===== config.mk =====
export PLATFORM = sky130hd
export DESIGN_NAME = uart_tx_serializer
export DESIGN_NICKNAME = d
export VERILOG_FILES = /design/src/rtl/uart_tx_serializer.sv
export SDC_FILE = /design/constraint.sdc
export NUM_CORES = 1
export LEC_CHECK = 0
export BUFFER_PORTS_ARGS = -buffer_cell sky130_fd_sc_hd__buf_2
export CAP_MARGIN = 15
export CORE_MARGIN = 2
export CORE_UTILIZATION = 38
export CTS_CLUSTER_SIZE = 10
export DETAILED_ROUTE_END_ITERATION = 7
export GPL_ROUTABILITY_DRIVEN = 1
export GPL_TIMING_DRIVEN = 0
export PLACE_DENSITY = 0.63
export SLEW_MARGIN = 0
export SYNTH_ARGS = -nofsm -noshare
export SYNTH_HDL_FRONTEND = slang
export SYNTH_SLANG_ARGS = --single-unit
export TNS_END_PERCENT = 5

===== constraint.sdc =====
create_clock -name clk -period 2.2 [get_ports clk]
set_clock_uncertainty 0.2 [all_clocks]
set_input_delay 0.44 -clock clk [delete_from_list [all_inputs] [get_ports clk]]
set_output_delay 0.44 -clock clk [all_outputs]
set_load 0.1 [all_outputs]

===== src/rtl/uart_tx_serializer.sv =====
// ============================================================================
// Module  : uart_tx_serializer
// Brief   : Serial TX: start, DBIT data bits LSB first, even parity, stop.
//           Define UART_TX_FIFO_EN for a FIFO_DEPTH-entry input buffer.
// Revision: 1.0
// ============================================================================
`default_nettype none

module uart_tx_serializer #(
  parameter int DBIT         = 8,
  parameter int CLKS_PER_BIT = 16,
  parameter int FIFO_DEPTH   = 4
) (
  input  logic            clk,
  input  logic            reset,
  input  logic [DBIT-1:0] tx_data,
  input  logic            tx_valid,
  output logic            tx_ready,
  output logic            tx,
  output logic            busy,
  output logic            done
);

  localparam int TW = $clog2(CLKS_PER_BIT);
  localparam int BW = (DBIT > 1) ? $clog2(DBIT) : 1;
  localparam logic [TW-1:0] c_timer_last   = TW'(CLKS_PER_BIT - 1);
  localparam logic [TW-1:0] c_timer_penult = TW'(CLKS_PER_BIT - 2);
  localparam logic [BW-1:0] c_bit_last     = BW'(DBIT - 1);

  if (DBIT < 1 || CLKS_PER_BIT < 2 || FIFO_DEPTH < 1 ||
      (FIFO_DEPTH & (FIFO_DEPTH - 1)) != 0) begin : g_bad_params
    $error("uart_tx_serializer: illegal parameter set");
  end

  typedef enum logic [2:0] {
    S_IDLE   = 3'd0,
    S_START  = 3'd1,
    S_DATA   = 3'd2,
    S_PARITY = 3'd3,
    S_STOP   = 3'd4
  } state_t;

  state_t          state_q;
  logic [TW-1:0]   timer_q;
  logic [BW-1:0]   bitcnt_q;
  logic [DBIT-1:0] shreg_q;
  logic            parity_q;
  logic            tx_q;
  logic            busy_q;
  logic            done_q;

  logic            w_timer_last;
  logic            w_load;
  logic [DBIT-1:0] w_load_data;
  logic [DBIT-1:0] w_shift;

  assign w_timer_last = (timer_q == c_timer_last);
  assign w_shift      = shreg_q >> 1;

`ifdef UART_TX_FIFO_EN
  localparam int AW = (FIFO_DEPTH > 1) ? $clog2(FIFO_DEPTH) : 1;
  localparam int CW = $clog2(FIFO_DEPTH + 1);

  logic [DBIT-1:0] fifo_mem_q [FIFO_DEPTH];
  logic [AW-1:0]   wr_ptr_q;
  logic [AW-1:0]   rd_ptr_q;
  logic [CW-1:0]   count_q;
  logic            w_full;
  logic            w_empty;
  logic            w_push;

  assign w_full      = (count_q == CW'(FIFO_DEPTH));
  assign w_empty     = (count_q == '0);
  assign tx_ready    = !w_full;
  assign w_push      = tx_valid && !w_full;
  // Pop either from idle or on the final stop cycle, so frames run back to back.
  assign w_load      = !w_empty &&
                       ((state_q == S_IDLE) || ((state_q == S_STOP) && w_timer_last));
  assign w_load_data = fifo_mem_q[rd_ptr_q];

  always_ff @(posedge clk) begin
    if (w_push) fifo_mem_q[wr_ptr_q] <= tx_data;
  end

  always_ff @(posedge clk or negedge reset) begin
    if (!reset) begin
      wr_ptr_q <= '0;
      rd_ptr_q <= '0;
      count_q  <= '0;
    end else begin
      if (w_push) wr_ptr_q <= (wr_ptr_q == AW'(FIFO_DEPTH - 1)) ? '0 : wr_ptr_q + 1'b1;
      if (w_load) rd_ptr_q <= (rd_ptr_q == AW'(FIFO_DEPTH - 1)) ? '0 : rd_ptr_q + 1'b1;
      count_q <= count_q + CW'(w_push) - CW'(w_load);
    end
  end
`else
  assign tx_ready    = (state_q == S_IDLE);
  assign w_load      = (state_q == S_IDLE) && tx_valid;
  assign w_load_data = tx_data;
`endif

  always_ff @(posedge clk or negedge reset) begin
    if (!reset) begin
      state_q  <= S_IDLE;
      timer_q  <= '0;
      bitcnt_q <= '0;
      shreg_q  <= '0;
      parity_q <= 1'b0;
      tx_q     <= 1'b1;
      busy_q   <= 1'b0;
      done_q   <= 1'b0;
    end else begin
      timer_q <= ((state_q == S_IDLE) || w_timer_last) ? '0 : timer_q + 1'b1;
      // Raised one edge early so the pulse lands on the final stop cycle.
      done_q  <= (state_q == S_STOP) && (timer_q == c_timer_penult);
      case (state_q)
        S_IDLE: begin
          if (w_load) begin
            shreg_q  <= w_load_data;
            parity_q <= ^w_load_data;
            state_q  <= S_START;
            tx_q     <= 1'b0;
            busy_q   <= 1'b1;
          end
        end
        S_START: begin
          if (w_timer_last) begin
            state_q  <= S_DATA;
            bitcnt_q <= '0;
            tx_q     <= shreg_q[0];
          end
        end
        S_DATA: begin
          if (w_timer_last) begin
            if (bitcnt_q == c_bit_last) begin
              state_q <= S_PARITY;
              tx_q    <= parity_q;
            end else begin
              bitcnt_q <= bitcnt_q + 1'b1;
              shreg_q  <= w_shift;
              tx_q     <= w_shift[0];
            end
          end
        end
        S_PARITY: begin
          if (w_timer_last) begin
            state_q <= S_STOP;
            tx_q    <= 1'b1;
          end
        end
        S_STOP: begin
          if (w_timer_last) begin
            if (w_load) begin
              shreg_q  <= w_load_data;
              parity_q <= ^w_load_data;
              state_q  <= S_START;
              tx_q     <= 1'b0;
            end else begin
              state_q <= S_IDLE;
              busy_q  <= 1'b0;
            end
          end
        end
        default: begin
          state_q <= S_IDLE;
          tx_q    <= 1'b1;
          busy_q  <= 1'b0;
        end
      endcase
    end
  end

  assign tx   = tx_q;
  assign busy = busy_q;
  assign done = done_q;

endmodule

`default_nettype wire


==> impl_summary.log, run 1 <==
INFO  metric run_status = completed
INFO  metric power.sequential.fraction = 0.384
INFO  metric rsz0062_at_grt = false
INFO  metric dp_slack = 132.3 ps
INFO  metric post_synth_xor_area_fraction = 0.06535
INFO  metric min_delay_startpoint = tx_valid
INFO  metric fin_crit = about 2000 ps
INFO  metric muxShareOfSynthArea = 0.05187
INFO  metric post_synth_inst_count = approximately 120
INFO  metric final.setup.tns = 0 ps
INFO  metric post_synth_fa_ha_maj_area_fraction = 0.04149
INFO  metric tritoncts = yes
INFO  metric worst-endpoint-arrival = between 1000 and 1500 ps
INFO  metric synth_cell_types = 31
INFO  metric worstSetupEndpointType = output port
INFO  metric worstRegToRegCells = 7
INFO  metric post_synthesis_compound_gate_area_fraction = 0.1515
INFO  metric yosysWarningCount = 0
INFO  metric number_of_cells_in_the_design_after_placement = 182
INFO  metric clock_sinks = 22
INFO  metric finalPower = 1.744 mW
INFO  metric finalWirelength = 2.257 mm
INFO  metric timing.setup.critical_path_class = reg -> out
INFO  metric gp_congestion = around 0.76
INFO  metric drt-vias-per-instance = approximately 5
INFO  metric die-width = about 60 um
INFO  metric routed-via-count = 930
INFO  metric p_leak = about 0.63 nW
INFO  metric clk_pin_slew_worst_paths = roughly 120 ps
INFO  metric clk_root_buffer_cell = sky130_fd_sc_hd__clkbuf_4
INFO  metric slew_at_the_pin_closest_to_its_max_slew_limit = about 510 ps
INFO  metric final-setup-viol-count = 0
INFO  metric worst_r2r_startpoint = bitcnt_q[0]$_DFFE_PN0P_
INFO  metric timing.hold.ws = around 180 ps
INFO  metric synth_edf_count = 0
INFO  metric drive_gt1_frac = 0.2552
INFO  metric achievable-frequency = approximately 500 MHz
INFO  metric area_growth_syn_to_layout = 17.32%
INFO  metric netSwitchingFraction = 0.4307
INFO  metric worst_skew_pair.late_latency = about 300 ps
INFO  metric instances_no_fill = around 190
INFO  metric final_cell_mix = 22 x sky130_fd_sc_hd__nand2_1, 21 x sky130_fd_sc_hd__dfrtp_1, 14 x sky130_fd_sc_hd__nor2_1
INFO  metric post-route-cell-area = about 1400 sq um
INFO  metric std_cell_rows = 20
INFO  metric hold_path_class = in -> reg
INFO  metric irDropWorstVdd = around 0.37 mV
INFO  metric maxCapViolCount = 0
INFO  metric synth-async-reset-ratio = 1.000
INFO  metric critical_path_peak_fanout = 9
INFO  metric worst_slew_margin_rel = 0.6620
INFO  metric mostFrequentLayoutCell = sky130_fd_sc_hd__nand2_1
INFO  metric worstHoldEndpoint = parity_q$_DFFE_PN0P_
INFO  metric detailed_place.area = roughly 1300 sq um
INFO  metric drc_errors = 0
INFO  metric p_int = 0.9928 mW
INFO  metric critical_path.startpoint_type = flip-flop
INFO  metric drtAntennaViolNets = 0
INFO  metric power.combinational.fraction = 0.507
INFO  metric largest_net_degree_at_the_start_of_global_routing = 23
INFO  metric initial_utilization = 0.3983
INFO  metric antenna_cells = 0
INFO  metric post_syn_area_per_cell = 9.727 sq um
INFO  metric htreeDepth = 1
INFO  metric groute.usage.overall = 0.1413
INFO  metric wl_per_cell = roughly 12 um
INFO  metric grt_antenna_before_repair = 0
INFO  metric p_switching = between 0.7 and 0.8 mW
INFO  metric cp.required = ~1600 ps
INFO  metric timing_max_transition_violations_final = 0
INFO  metric total_grt_overflow = 0
INFO  metric final_nets = approximately 160
INFO  metric io_pins = 15
INFO  metric clk_path_buf_depth = 2
INFO  metric die_area = ~3600 sq um
INFO  metric power.density = roughly 1200 nW/um^2
INFO  metric tritoncts.num_buffers = 3
INFO  metric reg2reg_to = shreg_q[2]$_DFFE_PN0P_
INFO  metric final.setup.worst_slack = 158.0 ps
INFO  metric synth_flop_cell = sky130_fd_sc_hd__dfrtp_1
INFO  metric netlist_area = between 1000 and 1500 sq um
INFO  metric largest_family_of_logic_cells_by_synthesized_area = simple AND/OR/NAND/NOR gates
INFO  metric dp.final_hpwl = between 1.5 and 2 mm
INFO  metric chipHeight = a little over 60 um
INFO  metric ys_seq_elements = 22
INFO  metric dr.pass1.iters = 3
INFO  metric global_route_wire_length_before_repair = between 3 and 4 mm
INFO  metric core_region_area = 3028 sq um
INFO  metric drt_iter0_markers = 14
INFO  metric p_clk_frac = 0.108
INFO  metric min_delay_path_depth = 2
INFO  metric first_global_vias = roughly 890
INFO  metric finalCoreUtilization = 0.4674
INFO  metric yosysSeqAreaShare = 0.4575
INFO  metric synth_nets = around 140
INFO  metric hold_violations = 0
INFO  metric place.port_buffers = 14
INFO  metric ff2ff_setup_slack = ~160 ps
INFO  metric fin_crit_sh = 0.9282
INFO  metric synth_simple_gate_area_frac = 0.1826
-- cell families after synthesis --
family / after synthesis
AND/OR/NAND/NOR: 49
adder cells (fa/ha/maj): 4
multiplexers: 6
flip-flops: 22
XOR/XNOR: 9
AO/OA/AOI/OAI: 23
buffers and inverters: 11
-- state kept, by name, indices dropped and copies added, names as in the netlist --
name / cells
bitcnt_q: 3
busy: 1
done: 1
parity_q: 1
shreg_q: 8
state_q: 3
timer_q: 4
tx: 1
-- worst max-delay path by stage --
stage | from | to | slack, ps | depth (start not counted)
5_1_grt | bitcnt_q[0]$_DFFE_PN0P_ | shreg_q[0]$_DFFE_PN0P_ | 30 | 7
3_3_place_gp | bitcnt_q[0]$_DFFE_PN0P_ | shreg_q[2]$_DFFE_PN0P_ | 130 | 7
3_5_place_dp | bitcnt_q[0]$_DFFE_PN0P_ | shreg_q[2]$_DFFE_PN0P_ | 130 | 7
4_1_cts | state_q[2]$_DFFE_PN0P_ | tx_ready | 10 | 3
2_1_floorplan | state_q[2]$_DFFE_PN0P_ | tx_ready | 140 | 2
6_report | state_q[0]$_DFFE_PN0P_ | tx_ready | 160 | 3
-- timing repair --
action	4_1_cts	5_1_grt
endpoints found under the setup margin	1	4
gates resized for setup	2	2
hold endpoints to repair	21	0
setup buffers	0	3
pin swaps	0	1
hold buffers	1	0
-- cell usage after synthesis (2+ instances only) --
cell type | instances | area [sq um]
sky130_fd_sc_hd__a31oi_2 | 3 | 37.54
sky130_fd_sc_hd__nor2_1 | 14 | 52.55
sky130_fd_sc_hd__xnor2_1 | 9 | 78.83
sky130_fd_sc_hd__buf_6 | 2 | 22.52
sky130_fd_sc_hd__nor3_1 | 3 | 15.01
sky130_fd_sc_hd__ha_1 | 4 | 50.05
sky130_fd_sc_hd__nand3_1 | 2 | 10.01
sky130_fd_sc_hd__a21oi_1 | 3 | 15.01
sky130_fd_sc_hd__mux2_2 | 2 | 22.52
sky130_fd_sc_hd__nand2_1 | 22 | 82.58
sky130_fd_sc_hd__dfrtp_1 | 21 | 525.5
sky130_fd_sc_hd__a31oi_1 | 5 | 31.28
sky130_fd_sc_hd__nand2b_1 | 2 | 12.51
sky130_fd_sc_hd__inv_1 | 7 | 26.28
sky130_fd_sc_hd__o21ai_0 | 6 | 30.03
sky130_fd_sc_hd__mux2i_1 | 4 | 40.04
-- power by group through the flow --
stage                     logic (mW)  clock network, mW  registers, mW
after floorplan                0.597                  0          0.758
after global routing           0.979              0.223          0.694
after global placement         0.811                  0          0.664
final                          0.885              0.189          0.670
after detailed placement       0.839                  0          0.674
after CTS                      0.848              0.200          0.665
-- per-layer routing --
layer  wire [um]  track usage  vias to the layer above
met3          79      0.02559                        2
met2        1054       0.2298                       14
met4          12      0.04762                        0
met1        1110       0.1911                      451
li1            -            -                      463
met5           0            0                        -
-- layout make-up --
class,count,area (sq um)
timing repair buffer,18,112.6
tap,44,55.05
clock buffer,4,26.28
inverter,7,26.28
sequential,22,551.8
buffer,3,30.03
fill,302,1613
multi-input combinational,91,613.1
-- worst max-delay path: stages (launching register included) --
cell,delay [ps]
sky130_fd_sc_hd__dfrtp_1,380
sky130_fd_sc_hd__buf_4,170
sky130_fd_sc_hd__nor3_4,300
sky130_fd_sc_hd__buf_8,240
(Power assumes the default switching activity.)
==> run 2: changes to the inputs <==
ABC_AREA = 1   (was unset)
==> run 2 against run 1 <==
Total power increased by 22%. Sequential share of layout area is 3.0 points lower. Synthesized cell count is 46% higher. Setup slack worse by 4.0 ps. Critical path type unchanged. Sequential cell count unchanged. First-iteration DRC count grew to 3.8 times the previous value. Utilization fell by 1.5 points. Routed wire length up 8.5%. Count of clock-buffer cells in the layout unchanged.
==> impl_summary.log, run 2 <==
INFO  metric synth.top_cells.by_count = 75 x sky130_fd_sc_hd__nand2_1, 21 x sky130_fd_sc_hd__dfrtp_1, 17 x sky130_fd_sc_hd__inv_1 (was 22 x sky130_fd_sc_hd__nand2_1, 21 x sky130_fd_sc_hd__dfrtp_1, 14 x sky130_fd_sc_hd__nor2_1)
INFO  metric global_route_wire_length_before_repair = 4.298 mm (was 3.884 mm)
INFO  metric core_region_area = 3390 sq um (was 3028 sq um)
INFO  metric yosysSeqAreaShare = 0.4038 (was 0.4575)
INFO  metric finalWirelength = 2.449 mm (was 2.257 mm)
INFO  metric crit_family = flip-flops (was buffers and inverters)
INFO  metric clock_sinks = 22 (unchanged)
INFO  metric worst_r2r_startpoint = timer_q[0]$_DFF_PN0_ (was bitcnt_q[0]$_DFFE_PN0P_)
INFO  metric run_status = completed (unchanged)
INFO  metric htreeDepth = 1 (unchanged)
INFO  metric hold_path_class = in -> reg (unchanged)
INFO  metric worstSetupEndpointType = output port (unchanged)
INFO  metric routed-via-count = 1123 (was 930)
INFO  metric drtAntennaViolNets = 0 (unchanged)
INFO  metric dr.pass1.iters = 4 (was 3)
INFO  metric synth.most_common_cell = sky130_fd_sc_hd__nand2_1 (unchanged)
INFO  metric reg2reg_to = shreg_q[2]$_DFFE_PN0P_ (unchanged)
INFO  metric fin_crit = 2046 ps (was 2042 ps)
INFO  metric area_growth_syn_to_layout = 12.18% (was 17.32%)
INFO  metric io_pins = 15 (unchanged)
INFO  metric synth_top_area_frac = 0.3846 (was 0.4357)
INFO  metric fill_cells = 353 (was 302)
INFO  metric post_synth_inst_count = 181 (was 124)
INFO  metric synth_cell_types = 21 (was 31)
INFO  metric yosysTopAreaCell = sky130_fd_sc_hd__dfrtp_1 (unchanged)
INFO  metric min_delay_startpoint = tx_data[7] (was tx_valid)
INFO  metric drt-vias-per-instance = 4.565 (was 4.921)
INFO  metric critical_path.startpoint_type = flip-flop (unchanged)
INFO  metric clk_root_buffer_cell = sky130_fd_sc_hd__clkbuf_4 (unchanged)
INFO  metric finalPower = 2.121 mW (was 1.744 mW)
INFO  metric largest_incremental_delay_on_the_critical_path = 440 ps (was 380 ps)
INFO  metric finalCoreUtilization = 0.4522 (was 0.4674)
INFO  metric chipHeight = 63.96 um (was 60.34 um)
INFO  metric worst_skew_pair.late_latency = 310 ps (was 300 ps)
INFO  metric post_syn_area_per_cell = 7.549 sq um (was 9.727 sq um)
INFO  metric synthTopCellsByArea = sky130_fd_sc_hd__dfrtp_1 38%, sky130_fd_sc_hd__nand2_1 21%, sky130_fd_sc_hd__o21ai_2 5.8% (was sky130_fd_sc_hd__dfrtp_1 44%, sky130_fd_sc_hd__nand2_1 6.8%, sky130_fd_sc_hd__xnor2_1 6.5%)
INFO  metric critical_path_peak_fanout = 3 (was 9)
INFO  metric critical_path.n_buffers_inverters = 2 (unchanged)
INFO  metric max_ffs_per_register = 8 (unchanged)
INFO  metric first_global_vias = 1017 (was 885)
INFO  metric std_cell_rows = 21 (was 20)
INFO  metric slew_at_the_pin_closest_to_its_max_slew_limit = 494.3 ps (was 507.1 ps)
INFO  metric drt_iter0_markers = 53 (was 14)
INFO  metric synth_flop_cell = sky130_fd_sc_hd__dfrtp_1 (unchanged)
INFO  metric postCtsSetupRepairBufs = 0 (unchanged)
INFO  metric die-width = 63.96 um (was 60.34 um)
INFO  metric tritoncts.num_buffers = 3 (unchanged)
INFO  metric grt_antenna_before_repair = 0 (unchanged)
INFO  metric worst_slew_margin_rel = 0.6704 (was 0.6620)
INFO  metric timing.setup.critical_path_class = reg -> out (unchanged)
INFO  metric ys_seq_elements = 22 (unchanged)
INFO  metric achievable-frequency = 488.8 MHz (was 489.7 MHz)
INFO  metric hold_violations = 0 (unchanged)
INFO  metric dp.final_hpwl = 1.870 mm (was 1.635 mm)
INFO  metric yosysWarningCount = 0 (unchanged)
INFO  metric synth_nets = 196 (was 139)
INFO  metric final.setup.tns = 0 ps (unchanged)
INFO  metric largest_net_degree_at_the_start_of_global_routing = 23 (unchanged)
INFO  metric initial_utilization = 0.4031 (was 0.3983)
INFO  metric worstHoldEndpoint = shreg_q[7]$_DFFE_PN0P_ (was parity_q$_DFFE_PN0P_)
INFO  metric clk_path_buf_depth = 2 (unchanged)
INFO  metric drive_gt1_frac = 0.2200 (was 0.2552)
INFO  metric final-setup-viol-count = 0 (unchanged)
INFO  metric irDropWorstVdd = 0.3428 mV (was 0.3741 mV)
INFO  metric synth_edf_count = 0 (unchanged)
INFO  metric worst_path_max_delay_cell = sky130_fd_sc_hd__dfrtp_1 (unchanged)
INFO  metric rsz0062_at_grt = false (unchanged)
INFO  metric final_nets = 216 (was 161)
INFO  metric antenna_cells = 0 (unchanged)
INFO  metric gp_congestion = 0.7589 (was 0.7562)
INFO  metric largest_register = shreg_q (unchanged)
INFO  metric fin_crit_sh = 0.9300 (was 0.9282)
INFO  metric wl_per_cell = 9.955 um (was 11.94 um)
INFO  metric groute.usage.overall = 0.1309 (was 0.1413)
INFO  metric ff2ff_setup_slack = 490 ps (was 160 ps)
INFO  metric power.density = 1384 nW/um^2 (was 1232 nW/um^2)
INFO  metric die_area = 4091 sq um (was 3641 sq um)
INFO  metric dp_slack = 346.7 ps (was 132.3 ps)
INFO  metric synth-async-reset-ratio = 1.000 (unchanged)
INFO  metric min_delay_path_depth = 3 (was 2)
INFO  metric cp.required = 1560 ps (about the same)
INFO  metric final_cell_mix = 75 x sky130_fd_sc_hd__nand2_1, 21 x sky130_fd_sc_hd__dfrtp_1, 17 x sky130_fd_sc_hd__inv_1 (was 22 x sky130_fd_sc_hd__nand2_1, 21 x sky130_fd_sc_hd__dfrtp_1, 14 x sky130_fd_sc_hd__nor2_1)
INFO  metric total_grt_overflow = 0 (unchanged)
INFO  metric timing_max_transition_violations_final = 0 (unchanged)
INFO  metric p_leak = 0.8386 nW (was 0.6259 nW)
INFO  metric drc_errors = 0 (unchanged)
INFO  metric critical_path_cell_sequence = nor2_4 > nand2_2 > inv_2 > buf_4 (was buf_4 > nor3_4 > buf_8)
INFO  metric top_regs = shreg_q: 8 flops, timer_q: 4 flops (unchanged)
INFO  metric tritoncts = yes (unchanged)
INFO  metric maxCapViolCount = 0 (unchanged)
INFO  metric mostFrequentLayoutCell = sky130_fd_sc_hd__nand2_1 (unchanged)
INFO  metric worstRegToRegCells = 7 (unchanged)
INFO  metric netlist_area = 1366 sq um (was 1206 sq um)
INFO  metric worst-endpoint-arrival = 1410 ps (was 1400 ps)
INFO  metric place.port_buffers = 14 (unchanged)
INFO  metric final.setup.worst_slack = 154.0 ps (was 158.0 ps)
INFO  metric clk_pin_slew_worst_paths = 110 ps (was 120 ps)
==> run 2: cell count changes after synthesis, moves of 4 or more <==
cell,change
sky130_fd_sc_hd__o21ai_2,+9
sky130_fd_sc_hd__xnor2_1,-7
sky130_fd_sc_hd__a31oi_1,-5
sky130_fd_sc_hd__nand2_2,+5
sky130_fd_sc_hd__mux2i_1,-4
sky130_fd_sc_hd__o21ai_0,-4
sky130_fd_sc_hd__inv_1,+10
sky130_fd_sc_hd__nand2_1,+53
sky130_fd_sc_hd__o21a_1,+6
sky130_fd_sc_hd__nand3_1,+8
sky130_fd_sc_hd__nor2_1,-4
sky130_fd_sc_hd__o21ai_1,+6
==> run 2: layout make-up <==
| cell class | instances | area (sq um) | share of cell area |
|---|---|---|---|
| flip-flops and latches | 22 | 551.8 | 0.3600 |
| inverters | 21 | 83.83 | 0.05469 |
| clock buffers | 4 | 26.28 | 0.01714 |
| repair buffers | 15 | 82.58 | 0.05388 |
| plain buffers | 2 | 27.53 | 0.01796 |
| multi-input cells | 136 | 703.2 | 0.4588 |
| well taps | 46 | 57.56 | 0.03755 |
==> run 2: routing by layer <==
metal	up-vias	wire length, um	track usage
li1	602	-	-
met3	2	77	0.02641
met1	500	1261	0.1815
met4	0	15	0.03261
met2	19	1095	0.2083
met5	-	0	0
==> run 2: logic make-up (layout without fill, tap and decap cells) <==
| kind of cell | after synthesis | after routing | share of synthesized area |
|---|---|---|---|
| AND/OR/NAND/NOR | 106 | 106 | 0.3388 |
| AO/OA/AOI/OAI | 23 | 23 | 0.1200 |
| buffers and inverters | 23 | 42 | 0.08150 |
| flip-flops | 22 | 22 | 0.4038 |
| adder cells (fa/ha/maj) | 4 | 4 | 0.03663 |
| XOR/XNOR | 3 | 3 | 0.01923 |
==> run 2: repair_timing <==
| item | in CTS | in global routing |
|---|---|---|
| resized for setup | 1 | 0 |
| hold buffers | 1 | 0 |
| endpoints found under the setup margin | 1 | 0 |
| endpoints found under the hold margin | 21 | 0 |
==> run 2: worst max path at each step <==
stage	end	slack (ps)	cells after the start	startpoint
after floorplan	tx$_DFFE_PN1P_	500	9	state_q[2]$_DFFE_PN0P_
after global placement	tx_ready	350	4	state_q[2]$_DFFE_PN0P_
after detailed placement	tx_ready	350	4	state_q[0]$_DFFE_PN0P_
after CTS	tx_ready	130	4	state_q[0]$_DFFE_PN0P_
after global routing	tx_ready	60	4	state_q[2]$_DFFE_PN0P_
final	tx_ready	150	4	state_q[0]$_DFFE_PN0P_
==> run 2: where the power goes <==
part	internal [mW]	switching (mW)	leakage (nW)
combinational	0.415	0.838	0.541
clock	0.0707	0.121	0.0150
sequential	0.561	0.115	0.282
total	1.05	1.07	0.839
==> run 2: worst register-to-register path, cell delays in order (launching register included) <==
cell,delay [ps]
sky130_fd_sc_hd__dfrtp_1,410
sky130_fd_sc_hd__ha_1,200
sky130_fd_sc_hd__nand3_1,220
sky130_fd_sc_hd__o21ai_2,230
sky130_fd_sc_hd__nand2_4,110
sky130_fd_sc_hd__buf_12,160
sky130_fd_sc_hd__nand2_2,60
sky130_fd_sc_hd__o21ai_2,50
==> run 2: per-stage QoR <==
stage                     hold WS, ps  instances  instance area [sq um]
after global placement          241.2        241                   1494
after global routing            235.1        246                   1533
final                           235.5        246                   1533
after CTS                       223.4        246                   1533
after detailed placement        241.8        241                   1494
after floorplan                -55.59        181                   1366
==> run 3: changes to the inputs <==
ABC_AREA = unset   (was 1)
CORE_MARGIN = 4   (was 2)
==> run 3 against run 2 <==
Critical path depth up 3. Final area decreased by 5.7%. Highest routed layer unchanged. Critical path type is now reg -> reg. Register-to-register slack worse by 340 ps. Combinational power is 27% lower. Cell count down 22%. Setup slack got worse by 2.9 ps. Critical endpoint is now shreg_q[1]$_DFFE_PN0P_.
==> impl_summary.log, run 3 (synthesis results as in run 1) <==
INFO  metric run_status = completed (unchanged)
INFO  metric worstHoldEndpoint = parity_q$_DFFE_PN0P_ (was shreg_q[7]$_DFFE_PN0P_)
INFO  metric hold_path_class = in -> reg (unchanged)
INFO  metric clk_path_buf_depth = 2 (unchanged)
INFO  metric wl_per_cell = 12.38 um (was 9.955 um)
INFO  metric worst_slew_margin_rel = 0.6601 (was 0.6704)
INFO  metric antenna_cells = 0 (unchanged)
INFO  metric drt_iter0_markers = 65 (was 53)
INFO  metric timing_max_transition_violations_final = 0 (unchanged)
INFO  metric largest_net_degree_at_the_start_of_global_routing = 23 (unchanged)
INFO  metric clock_sinks = 22 (unchanged)
INFO  metric clk_pin_slew_worst_paths = 120 ps (was 110 ps)
INFO  metric tritoncts = yes (unchanged)
INFO  metric maxCapViolCount = 0 (unchanged)
INFO  metric global_route_wire_length_before_repair = 3.974 mm (was 4.298 mm)
INFO  metric place.port_buffers = 14 (unchanged)
INFO  metric core_region_area = 3053 sq um (was 3390 sq um)
INFO  metric min_delay_path_depth = 2 (was 3)
INFO  metric p_int = 1.014 mW (was 1.047 mW)
INFO  metric worstRegToRegCells = 7 (unchanged)
INFO  metric p_leak = 0.6475 nW (was 0.8386 nW)
INFO  metric p_clk_frac = 0.110 (was 0.090)
INFO  metric final-setup-viol-count = 0 (unchanged)
INFO  metric chipHeight = 64.34 um (was 63.96 um)
INFO  metric final.setup.tns = 0 ps (unchanged)
INFO  metric fill_cells = 314 (was 353)
INFO  metric rsz0062_at_grt = false (unchanged)
INFO  metric detailed_place.area = 1343 sq um (was 1494 sq um)
INFO  metric post-route-cell-area = 1445 sq um (was 1533 sq um)
INFO  metric ff_latch_area = 551.8 sq um (unchanged)
INFO  metric hold_violations = 0 (unchanged)
INFO  metric reg2reg_to = shreg_q[1]$_DFFE_PN0P_ (was shreg_q[2]$_DFFE_PN0P_)
INFO  metric critical_path_peak_fanout = 10 (was 3)
INFO  metric grt_antenna_before_repair = 0 (unchanged)
INFO  metric tritoncts.num_buffers = 3 (unchanged)
INFO  metric final.setup.worst_slack = 151.1 ps (was 154.0 ps)
INFO  metric fin_crit_sh = 0.9313 (was 0.9300)
INFO  metric clk_root_buffer_cell = sky130_fd_sc_hd__clkbuf_4 (unchanged)
INFO  metric ff2ff_setup_slack = 150 ps (was 490 ps)
INFO  metric fin_crit = 2049 ps (was 2046 ps)
INFO  metric drc_errors = 0 (unchanged)
INFO  metric achievable-frequency = 488.1 MHz (was 488.8 MHz)
INFO  metric slew_at_the_pin_closest_to_its_max_slew_limit = 509.9 ps (was 494.3 ps)
INFO  metric worst_r2r_startpoint = bitcnt_q[0]$_DFFE_PN0P_ (was timer_q[0]$_DFF_PN0_)
INFO  metric worst_skew_pair.late_latency = 310 ps (about the same)
INFO  metric dr.pass1.iters = 7 (was 4)
INFO  metric total_grt_overflow = 0 (unchanged)
INFO  metric final_cell_mix = 22 x sky130_fd_sc_hd__nand2_1, 21 x sky130_fd_sc_hd__dfrtp_1, 14 x sky130_fd_sc_hd__nor2_1 (was 75 x sky130_fd_sc_hd__nand2_1, 21 x sky130_fd_sc_hd__dfrtp_1, 17 x sky130_fd_sc_hd__inv_1)
INFO  metric dp.final_hpwl = 1.704 mm (was 1.870 mm)
INFO  metric max_ffs_per_register = 8 (unchanged)
INFO  metric power.density = 1228 nW/um^2 (was 1384 nW/um^2)
INFO  metric io_pins = 15 (unchanged)
INFO  metric mostFrequentLayoutCell = sky130_fd_sc_hd__nand2_1 (unchanged)
INFO  metric worstSetupEndpointType = flip-flop (was output port)
INFO  metric instances_no_fill = 193 (was 246)
INFO  metric drt-vias-per-instance = 4.969 (was 4.565)
INFO  metric first_global_vias = 866 (was 1017)
INFO  metric power.sequential.fraction = 0.376 (was 0.319)
INFO  metric largest_register = shreg_q (unchanged)
INFO  metric dp_slack = 94.99 ps (was 346.7 ps)
INFO  metric routed-via-count = 959 (was 1123)
INFO  metric multiInputGateArea = 613.1 sq um (was 703.2 sq um)
INFO  metric drive_gt1_frac = 0.2752 (was 0.2200)
INFO  metric gp_congestion = 0.7406 (was 0.7589)
INFO  metric p_switching = 0.7603 mW (was 1.074 mW)
INFO  metric critical_path.startpoint_type = flip-flop (unchanged)
INFO  metric irDropWorstVdd = 0.5111 mV (was 0.3428 mV)
INFO  metric top_regs = shreg_q: 8 flops, timer_q: 4 flops (unchanged)
INFO  metric drtAntennaViolNets = 0 (unchanged)
INFO  metric netSwitchingFraction = 0.4284 (was 0.5064)
INFO  metric power.combinational.fraction = 0.514 (was 0.591)
INFO  metric htreeDepth = 1 (unchanged)
INFO  metric die_area = 4140 sq um (was 4091 sq um)
INFO  metric worst-endpoint-arrival = 2090 ps (was 1410 ps)
INFO  metric min_delay_startpoint = tx_valid (was tx_data[7])
INFO  metric cp.required = 2240 ps (was 1560 ps)
INFO  metric number_of_cells_in_the_design_after_placement = 182 (was 241)
INFO  metric std_cell_rows = 20 (was 21)
INFO  metric die-width = 64.34 um (was 63.96 um)
INFO  metric area_growth_syn_to_layout = 19.81% (was 12.18%)
INFO  metric finalWirelength = 2.389 mm (was 2.449 mm)
INFO  metric groute.usage.overall = 0.1229 (was 0.1309)
INFO  metric final_nets = 165 (was 216)
INFO  metric timing.setup.critical_path_class = reg -> reg (was reg -> out)
INFO  metric initial_utilization = 0.3951 (was 0.4031)
## run 3: routing by layer
metal	global-route usage	share of wire	wire length, um	vias up
li1	-	-	-	477
met1	0.1575	0.46	1108	455
met2	0.1985	0.47	1124	25
met3	0.04569	0.060	143	2
met4	0.02375	0.0054	13	0
met5	0	0	0	-
## run 3: critical path, cell delays in order, from the launching register on
cell,delay [ps]
sky130_fd_sc_hd__dfrtp_1,420
sky130_fd_sc_hd__ha_1,200
sky130_fd_sc_hd__ha_1,230
sky130_fd_sc_hd__nand2b_4,170
sky130_fd_sc_hd__a221oi_4,380
sky130_fd_sc_hd__buf_6,210
sky130_fd_sc_hd__nor2_1,60
sky130_fd_sc_hd__a31oi_2,130
## run 3: worst max-delay path by stage
stage | slack, ps | to | cells past startpoint | start
after floorplan | 140 | tx_ready | 2 | state_q[2]$_DFFE_PN0P_
after CTS | 10 | tx_ready | 3 | state_q[2]$_DFFE_PN0P_
final | 150 | shreg_q[1]$_DFFE_PN0P_ | 7 | bitcnt_q[0]$_DFFE_PN0P_
after global placement | 140 | shreg_q[2]$_DFFE_PN0P_ | 7 | bitcnt_q[0]$_DFFE_PN0P_
after global routing | 50 | shreg_q[1]$_DFFE_PN0P_ | 7 | bitcnt_q[0]$_DFFE_PN0P_
after detailed placement | 90 | shreg_q[1]$_DFFE_PN0P_ | 7 | bitcnt_q[0]$_DFFE_PN0P_
## run 3: area by class of cell
type	count	area share
repair buffers	22	0.09870
well taps	44	0.03810
multi-input cells	91	0.4242
inverters	7	0.01818
flip-flops and latches	22	0.3818
plain buffers	3	0.02078
clock buffers	4	0.01818
## run 3: stage by stage
stage	hold WS, ps	util	power, mW
floorplan	-55.59	-	1.355
global placement	232.1	0.4398	1.476
detailed placement	242.3	0.4398	1.508
CTS	150.2	0.4537	1.718
global route	138.3	0.4734	1.918
finish	161.6	0.4734	1.775
## run 3: what timing repair did
item / 4_1_cts / 5_1_grt
hold buffers: 1 / 0
buffers inserted: 0 / 7
resized for setup: 2 / 2
endpoints found under the setup margin: 1 / 4
hold endpoints to repair: 21 / 0
pin swaps: 0 / 2
## run 3: power groups by stage
stage               clock network [mW]  registers (mW)  logic [mW]
floorplan                            0           0.758       0.597
global placement                     0           0.664       0.812
detailed placement                   0           0.671       0.837
CTS                              0.205           0.664       0.849
global route                     0.227           0.686        1.00
finish                           0.195           0.668       0.912
